## src/rtl/ps2_scancode_rx.sv

```systemverilog
// PS/2 keyboard receiver: synchronizes the raw bus, frames 11-bit packets and
// decodes E0/F0 prefixes into one strobed make code per key press.
module ps2_scancode_rx #(
  parameter int TIMEOUT_CYCLES = 50000
) (
  input  logic       clock,
  input  logic       reset,
  input  logic       ps2_clk,
  input  logic       ps2_data,
  output logic [7:0] ps2_info,
  output logic       ps2_enable,
  output logic       ps2_extended,
  output logic       frame_error
);

  localparam int              CW       = $clog2(TIMEOUT_CYCLES + 1);
  localparam logic [CW-1:0]   TMO_MAX  = CW'(TIMEOUT_CYCLES);
  localparam logic [CW-1:0]   TMO_LAST = CW'(TIMEOUT_CYCLES - 1);

  typedef enum logic [1:0] {IDLE, DATA, PARITY, STOP} state_t;

  logic clk_s1, clk_s2, clk_prev;
  logic data_s1, data_s2;
  logic fall;

  state_t        state_q, state_d;
  logic [2:0]    bit_cnt_q, bit_cnt_d;
  logic [7:0]    shift_q, shift_d;
  logic          parity_q, parity_d;
  logic [CW-1:0] tmo_q, tmo_d;
  logic          ext_q, ext_d;
  logic          brk_q, brk_d;
  logic [7:0]    info_d;
  logic          ext_out_d, enable_d, ferr_d;
  logic          frame_ok;

  // Synchronizers reset to 1 so an idle bus never looks like a falling edge.
  // NOTE: sequential state uses non-blocking assignments so every flop samples
  // the pre-edge value of its neighbours; blocking here would collapse the chain.
  always_ff @(posedge clock or negedge reset) begin
    if (!reset) begin
      clk_s1   <= 1'b1;
      clk_s2   <= 1'b1;
      clk_prev <= 1'b1;
      data_s1  <= 1'b1;
      data_s2  <= 1'b1;
    end else begin
      clk_s1   <= ps2_clk;
      clk_s2   <= clk_s1;
      clk_prev <= clk_s2;
      data_s1  <= ps2_data;
      data_s2  <= data_s1;
    end
  end

  assign fall     = clk_prev & ~clk_s2;
  assign frame_ok = data_s2 & (^{shift_q, parity_q});

  always_ff @(posedge clock or negedge reset) begin
    if (!reset) begin
      state_q      <= IDLE;
      bit_cnt_q    <= '0;
      shift_q      <= '0;
      parity_q     <= 1'b0;
      tmo_q        <= '0;
      ext_q        <= 1'b0;
      brk_q        <= 1'b0;
      ps2_info     <= 8'h00;
      ps2_extended <= 1'b0;
      ps2_enable   <= 1'b0;
      frame_error  <= 1'b0;
    end else begin
      state_q      <= state_d;
      bit_cnt_q    <= bit_cnt_d;
      shift_q      <= shift_d;
      parity_q     <= parity_d;
      tmo_q        <= tmo_d;
      ext_q        <= ext_d;
      brk_q        <= brk_d;
      ps2_info     <= info_d;
      ps2_extended <= ext_out_d;
      ps2_enable   <= enable_d;
      frame_error  <= ferr_d;
    end
  end

  always_comb begin
    // NOTE: every signal gets a default before any branch, so no path can
    // leave one unassigned and infer a latch.
    state_d   = state_q;
    bit_cnt_d = bit_cnt_q;
    shift_d   = shift_q;
    parity_d  = parity_q;
    tmo_d     = tmo_q;
    ext_d     = ext_q;
    brk_d     = brk_q;
    info_d    = ps2_info;
    ext_out_d = ps2_extended;
    enable_d  = 1'b0;
    ferr_d    = 1'b0;

    if (state_q == IDLE || fall) begin
      tmo_d = '0;
    end else if (tmo_q < TMO_MAX) begin
      tmo_d = tmo_q + CW'(1);
    end

    unique case (state_q)
      IDLE: begin
        if (fall && !data_s2) begin
          state_d   = DATA;
          bit_cnt_d = '0;
        end
      end
      DATA: begin
        if (fall) begin
          shift_d   = {data_s2, shift_q[7:1]};
          bit_cnt_d = bit_cnt_q + 3'd1;
          if (bit_cnt_q == 3'd7) state_d = PARITY;
        end
      end
      PARITY: begin
        if (fall) begin
          parity_d = data_s2;
          state_d  = STOP;
        end
      end
      STOP: begin
        if (fall) begin
          state_d = IDLE;
          if (!frame_ok) begin
            ferr_d = 1'b1;
            ext_d  = 1'b0;
            brk_d  = 1'b0;
          end else if (shift_q == 8'hE0) begin
            ext_d = 1'b1;
          end else if (shift_q == 8'hF0) begin
            brk_d = 1'b1;
          end else if (brk_q) begin
            ext_d = 1'b0;
            brk_d = 1'b0;
          end else begin
            info_d    = shift_q;
            ext_out_d = ext_q;
            enable_d  = 1'b1;
            ext_d     = 1'b0;
          end
        end
      end
      default: state_d = IDLE;
    endcase

    // Stalled keyboard clock: the last idle cycle before the count reaches
    // TIMEOUT_CYCLES abandons the frame so the error lands exactly on time.
    if (state_q != IDLE && !fall && tmo_q == TMO_LAST) begin
      state_d = IDLE;
      tmo_d   = '0;
      shift_d = '0;
      ferr_d  = 1'b1;
      ext_d   = 1'b0;
      brk_d   = 1'b0;
    end
  end

endmodule

```

## config.mk

```make
export PLATFORM = sky130hd
export DESIGN_NAME = ps2_scancode_rx
export DESIGN_NICKNAME = d
export VERILOG_FILES = /design/src/rtl/ps2_scancode_rx.sv
export SDC_FILE = /design/constraint.sdc
export NUM_CORES = 1
export LEC_CHECK = 0
export BUFFER_PORTS_ARGS = -buffer_cell sky130_fd_sc_hd__buf_2
export CELL_PAD_IN_SITES_DETAIL_PLACEMENT = 1
export CELL_PAD_IN_SITES_GLOBAL_PLACEMENT = 1
export CORE_MARGIN = 10
export CORE_UTILIZATION = 25
export CTS_BUF_LIST = sky130_fd_sc_hd__clkbuf_4
export CTS_CLUSTER_DIAMETER = 150
export DETAILED_ROUTE_END_ITERATION = 10
export GPL_ROUTABILITY_DRIVEN = 0
export MAX_ROUTING_LAYER = met4
export PLACE_DENSITY = 0.49
export SKIP_CTS_REPAIR_TIMING = 1
export SLEW_MARGIN = 10
export SYNTH_ARGS = -nofsm -noshare
export SYNTH_HDL_FRONTEND = slang
export SYNTH_SLANG_ARGS = --single-unit
```

## constraint.sdc

```tcl
create_clock -name clock -period 2.8 [get_ports clock]
set_clock_uncertainty 0.05 [all_clocks]
set_input_delay 0 -clock clock [delete_from_list [all_inputs] [get_ports clock]]
set_output_delay 0 -clock clock [all_outputs]
set_load 0.05 [all_outputs]
```

# Word level (Yosys, flattened, before mapping)
# Cells that the tools add are included.
# word_totals
reg_bits	48
inputBits	4
elab_cells	100
# classes
addsub	2
magnitude_cmp	1
n_eq_ne	16
mux	38
n_bitwise	6
reduce_logical	21
# op_table
operator	count
$mux 16	3
$mux 8	3
$mux 1	22
$add 16x1->16 const B	1
$eq 16x16->1 const B	1
$eq 8x8->1 const B	2
$lt 16x16->1 const B	1
$mux 2	6
$ne 3x3->1 const B	4
$reduce_bool 2->1	5
$reduce_and 3->1	3
$reduce_xor 9->1	1
$pmux 2 s4	1
$mux 3	2
$pmux 3 s2	1
$reduce_and 6->1	1
$reduce_and 5->1	1
$eq 2x2->1 const B	2
$ne 4x3->1 const B	1
$not 1->1	4
$reduce_and 2->1	2
$add 3x1->3 const B	1
$eq 3x3->1 const B	1
$logic_and 1x1->1	3
other kinds (10)	12

# Longest topological paths before layout
# depth
word_depth	7
mapped_depth	7

# Least setup slack after synthesis
# OpenSTA, ideal clock, no wires.
# synth_path
path_kind	register to register
from	register tmo_q[4]
to	register state_q[0]
setup_ns	0.131
arrival_ns	1.787
required_ns	2.619
setup_slack_ns	0.832
stages_incl_launch_ff	7
synth_period_minus_slack_ns	1.968
path_cell_list	dfrtp_1 > or4b_1 > nor4_2 > and2_1 > buf_2 > o21a_1 > o21ai_0
# synth_between
elab_chain_cells	4
# synth_lines
item	line_no	text
from (decl)	30	logic [CW-1:0] tmo_q, tmo_d;
from (signal assigned)	77	tmo_q <= tmo_d;
$eq 16x16->1 *	155	if (state_q != IDLE && !fall && tmo_q == TMO_LAST) begin
$logic_and 1x1->1 *	155	
$ne 3x3->1 (no line) or $ne 3x1->1 (tied branches)	n/a	
$reduce_and 5->1 (no line)	n/a	
to (signal assigned)	73	state_q <= state_d;
to (decl)	26	state_t state_q, state_d;
# Every way passes the cells marked *; elsewhere a longest branch is shown, timed or not.
# A chain may end at the register's enable or synchronous reset.

# Worst setup path in the final report
# layout_path
from	register tmo_q[4]
to	register tmo_q[5]
# layout_between
elab_chain_cells	4
# layout_lines
item	line_no	text
$add 16x1->16	105	tmo_d = tmo_q + CW'(1);
$mux 16	104	end else if (tmo_q < TMO_MAX) begin
$mux 16	102	if (state_q == IDLE || fall) begin
$mux 16	155	
# Parallel ways exist; a longest one is shown, timed or not. The select of a mux whose other input is x is not followed.

==> impl_metrics.py <==
metrics = {
    "logic_synthesis": {
        "number_of_unique_standard_cell_types_used_by_synthesis": 43,
        "synth_cells": 231,
        "synth.cell_area_um2": 2350,
        "netlist_top_cells_area": "dfrtp_1, dfstp_2, a21oi_1",
        "synth_edf_count": 0,
        "synth_seq_cells": 48,
        "yosys_warnings": 0,
        "ys_seq_area_frac": 0.514,
        "netlist.area_leader.share": 0.458,
        "synth.largest_area_cell": "dfrtp_1",
        "synth_area_per_cell_um2": 10.2,
        "synth_flop_cell": "dfrtp_1",
        "async_flop_share": 1.00,
        "post_synthesis_net_count": 243,
    },
    "floorplanning": {
        "die_footprint_um2": 13700,
        "fp-row-count": 35,
        "die_height_um": 117,
        "core_region_area_um2": 9200,
        "boundaryPins": 15,
        "die_width_um": 117,
        "initial_utilization": 0.255,
    },
    "critical_path": {
        "timing.critical_path.required_ns": 3.00,
        "delay_contributed_by_the_slowest_stage_of_the_critical_path_ns": 0.56,
        "ff2ff_setup_slack_ns": 0.44,
        "cp_max_fo": 11,
        "critPathCaptureType": "flop",
        "critical_path.slowest_cell": "or4b_1",
        "worst-setup-path-type": "reg -> reg",
        "timing.critical_path.cells": "or4b_1 > nor4_2 > nand2b_1 > buf_4 > a21oi_1",
        "startpoint_type": "flop",
        "crit_arrival_ns": 2.57,
    },
    "finish": {
        "mostFrequentLayoutCell": "dfrtp_1",
        "layout.filler_cells": 1055,
        "final_cell_area_um2": 2650,
        "layout_common_cells": "dfrtp_1, nand2_1, a21oi_1, o21ai_0, nand3_1",
        "area_delta_synth_final_pct": 13.0,
        "postLayoutCoreUtil": 0.288,
        "finalNetCount": 261,
        "num_antenna_cells": 0,
        "drive_gt1_frac": 0.172,
    },
    "cts": {
        "clk-insertion-delay-late_ns": 0.36,
        "clock_pin_slew_worst_setup_and_hold_paths_ns": 0.15,
        "cts_root_buffer": "clkbuf_4",
        "cts_buffers": 5,
        "clkSinkCount": 48,
        "htreeDepth": 2,
        "clock_path_buffers": 2,
        "cts_tree": "built",
    },
    "drt": {
        "initialDrtViolationCount": 54,
        "drt_wl_total_mm": 5.51,
        "route.detailed.wl_per_inst_um": 15.3,
        "final_antenna_net_count": 0,
        "route.detailed.vias_per_inst": 4.90,
        "routed_vias": 1768,
        "number_of_search_and_repair_iterations_in_the_first_detailed_routing_pass": 4,
        "drc_errors": 0,
    },
    "timing": {
        "grt_setup_unrepaired": "false",
        "finalWorstPathRequiredPeriod_ns": 2.36,
        "report.final.slew_viol_count": 0,
        "final_layout_setup_total_negative_slack_ns": 0,
        "finalHoldViolations": 0,
        "maximum_clock_frequency_mhz": 423,
        "worstMarginPinSlew_ns": 0.658,
        "timing.slew.headroom": 0.561,
        "setup_viol": 0,
        "final_clock_period_utilization_by_the_worst_path": 0.845,
    },
    "placement": {
        "numPortBuffers": 14,
        "post_dp_cell_area_um2": 2540,
        "hpwl_mm": 3.82,
    },
    "global_routing": {
        "grt_usage": 0.0896,
        "first_global_vias": 1920,
        "grt_antenna_before_repair": 0,
        "grt_pass1_wl_mm": 9.72,
        "grt-ovfl-total": 0,
        "grt_start_max_net_pins": 29,
    },
    "run_status": {
        "status": "completed",
    },
    "power": {
        "total_power_mw": 2.18,
        "worst_ir_drop_vdd_v": 0.000312,
        "power.density_cell_area_nw_per_um2": 821,
        "power_leakage_nw": 1.18,
    },
    "run": {
        "drv_cap": 0,
    },
    "hold_path": {
        "holdCritPathClass": "in -> async",
    },
}
==> cells by family after synthesis <==
kind of cell / Yosys count / share of synthesized area
buffers and inverters: 15 / 0.0277
DFF: 48 / 0.514
muxes: 10 / 0.0474
AOI/OAI and AO/OA: 53 / 0.134
adders and majority gates: 8 / 0.0426
xor gates and xnor gates: 8 / 0.0357
and+or+nand+nor: 89 / 0.198
==> critical path, delay by kind of cell (launching register included) <==
kind | cells | cell delay (ns)
flip-flops | 1 | 0.48
AND/OR/NAND/NOR | 3 | 1.45
AO/OA/AOI/OAI | 1 | 0.05
buffers and inverters | 1 | 0.24
==> state kept, by name (all words and copies together) (netlist names), 2 cells and up <==
signal     cells
tmo_q         16
ps2_info       8
shift_q        8
bit_cnt_q      3
state_q        2
==> worst paths after layout <==
kind                                      start                   end  cells after the start
setup / recovery           tmo_q[4]$_DFFE_PN0P_  tmo_q[5]$_DFFE_PN0P_                      5
hold / removal                            reset     ext_q$_DFFE_PN0P_                      2
setup reg to reg           tmo_q[4]$_DFFE_PN0P_  tmo_q[5]$_DFFE_PN0P_                      5
hold reg to reg                clk_s1$_DFF_PN1_      clk_s2$_DFF_PN1_                      0
max in group asynchronous                 reset  parity_q$_DFFE_PN0P_                      3
min in group clock                     ps2_data     data_s1$_DFF_PN1_                      2
==> synth_stat cells (3+ instances only) <==
cell type   n
and3_1      5
dfrtp_1    43
a21oi_1    22
dfstp_2     5
nor2_1     12
nand3_1    15
buf_2       4
ha_1        8
xnor2_1     5
or3_1       8
clkbuf_1    3
nand2_1    26
mux2_2      9
or4_1       4
inv_1       6
nand4_1     4
o21ai_0    18
nor3_1      3
==> through the flow <==
step                setup WS (ns)  hold WS (ns)  instances
floorplan                   0.832        -0.346        231
global placement            0.448        0.0329        350
detailed placement          0.433        0.0273        350
CTS                         0.401        -0.397        358
global route                0.237         0.179        361
finish                      0.435         0.135        361
==> power by group <==
| part | internal, mW | switching, mW |
|---|---|---|
| logic | 0.323 | 0.465 |
| registers | 0.831 | 0.125 |
| clock network | 0.192 | 0.242 |
==> layout make-up <==
type	instances	area, um^2	share of cell area
repair buffers	20	123	0.0462
well taps	111	139	0.0524
flip-flops and latches	48	1210	0.455
inverters	6	22.5	0.00849
clock buffers	5	37.5	0.0142
clock inverters	3	47.5	0.0179
multi-input cells	168	1070	0.405
==> metal layers <==
metal	vias up	GRT usage	share of wire
li1	872	-	-
met1	883	0.111	0.48
met2	11	0.148	0.49
met3	2	0.0183	0.025
met4	0	0.0198	0.0056
met5	-	-	0
(Power assumes the default switching activity.)
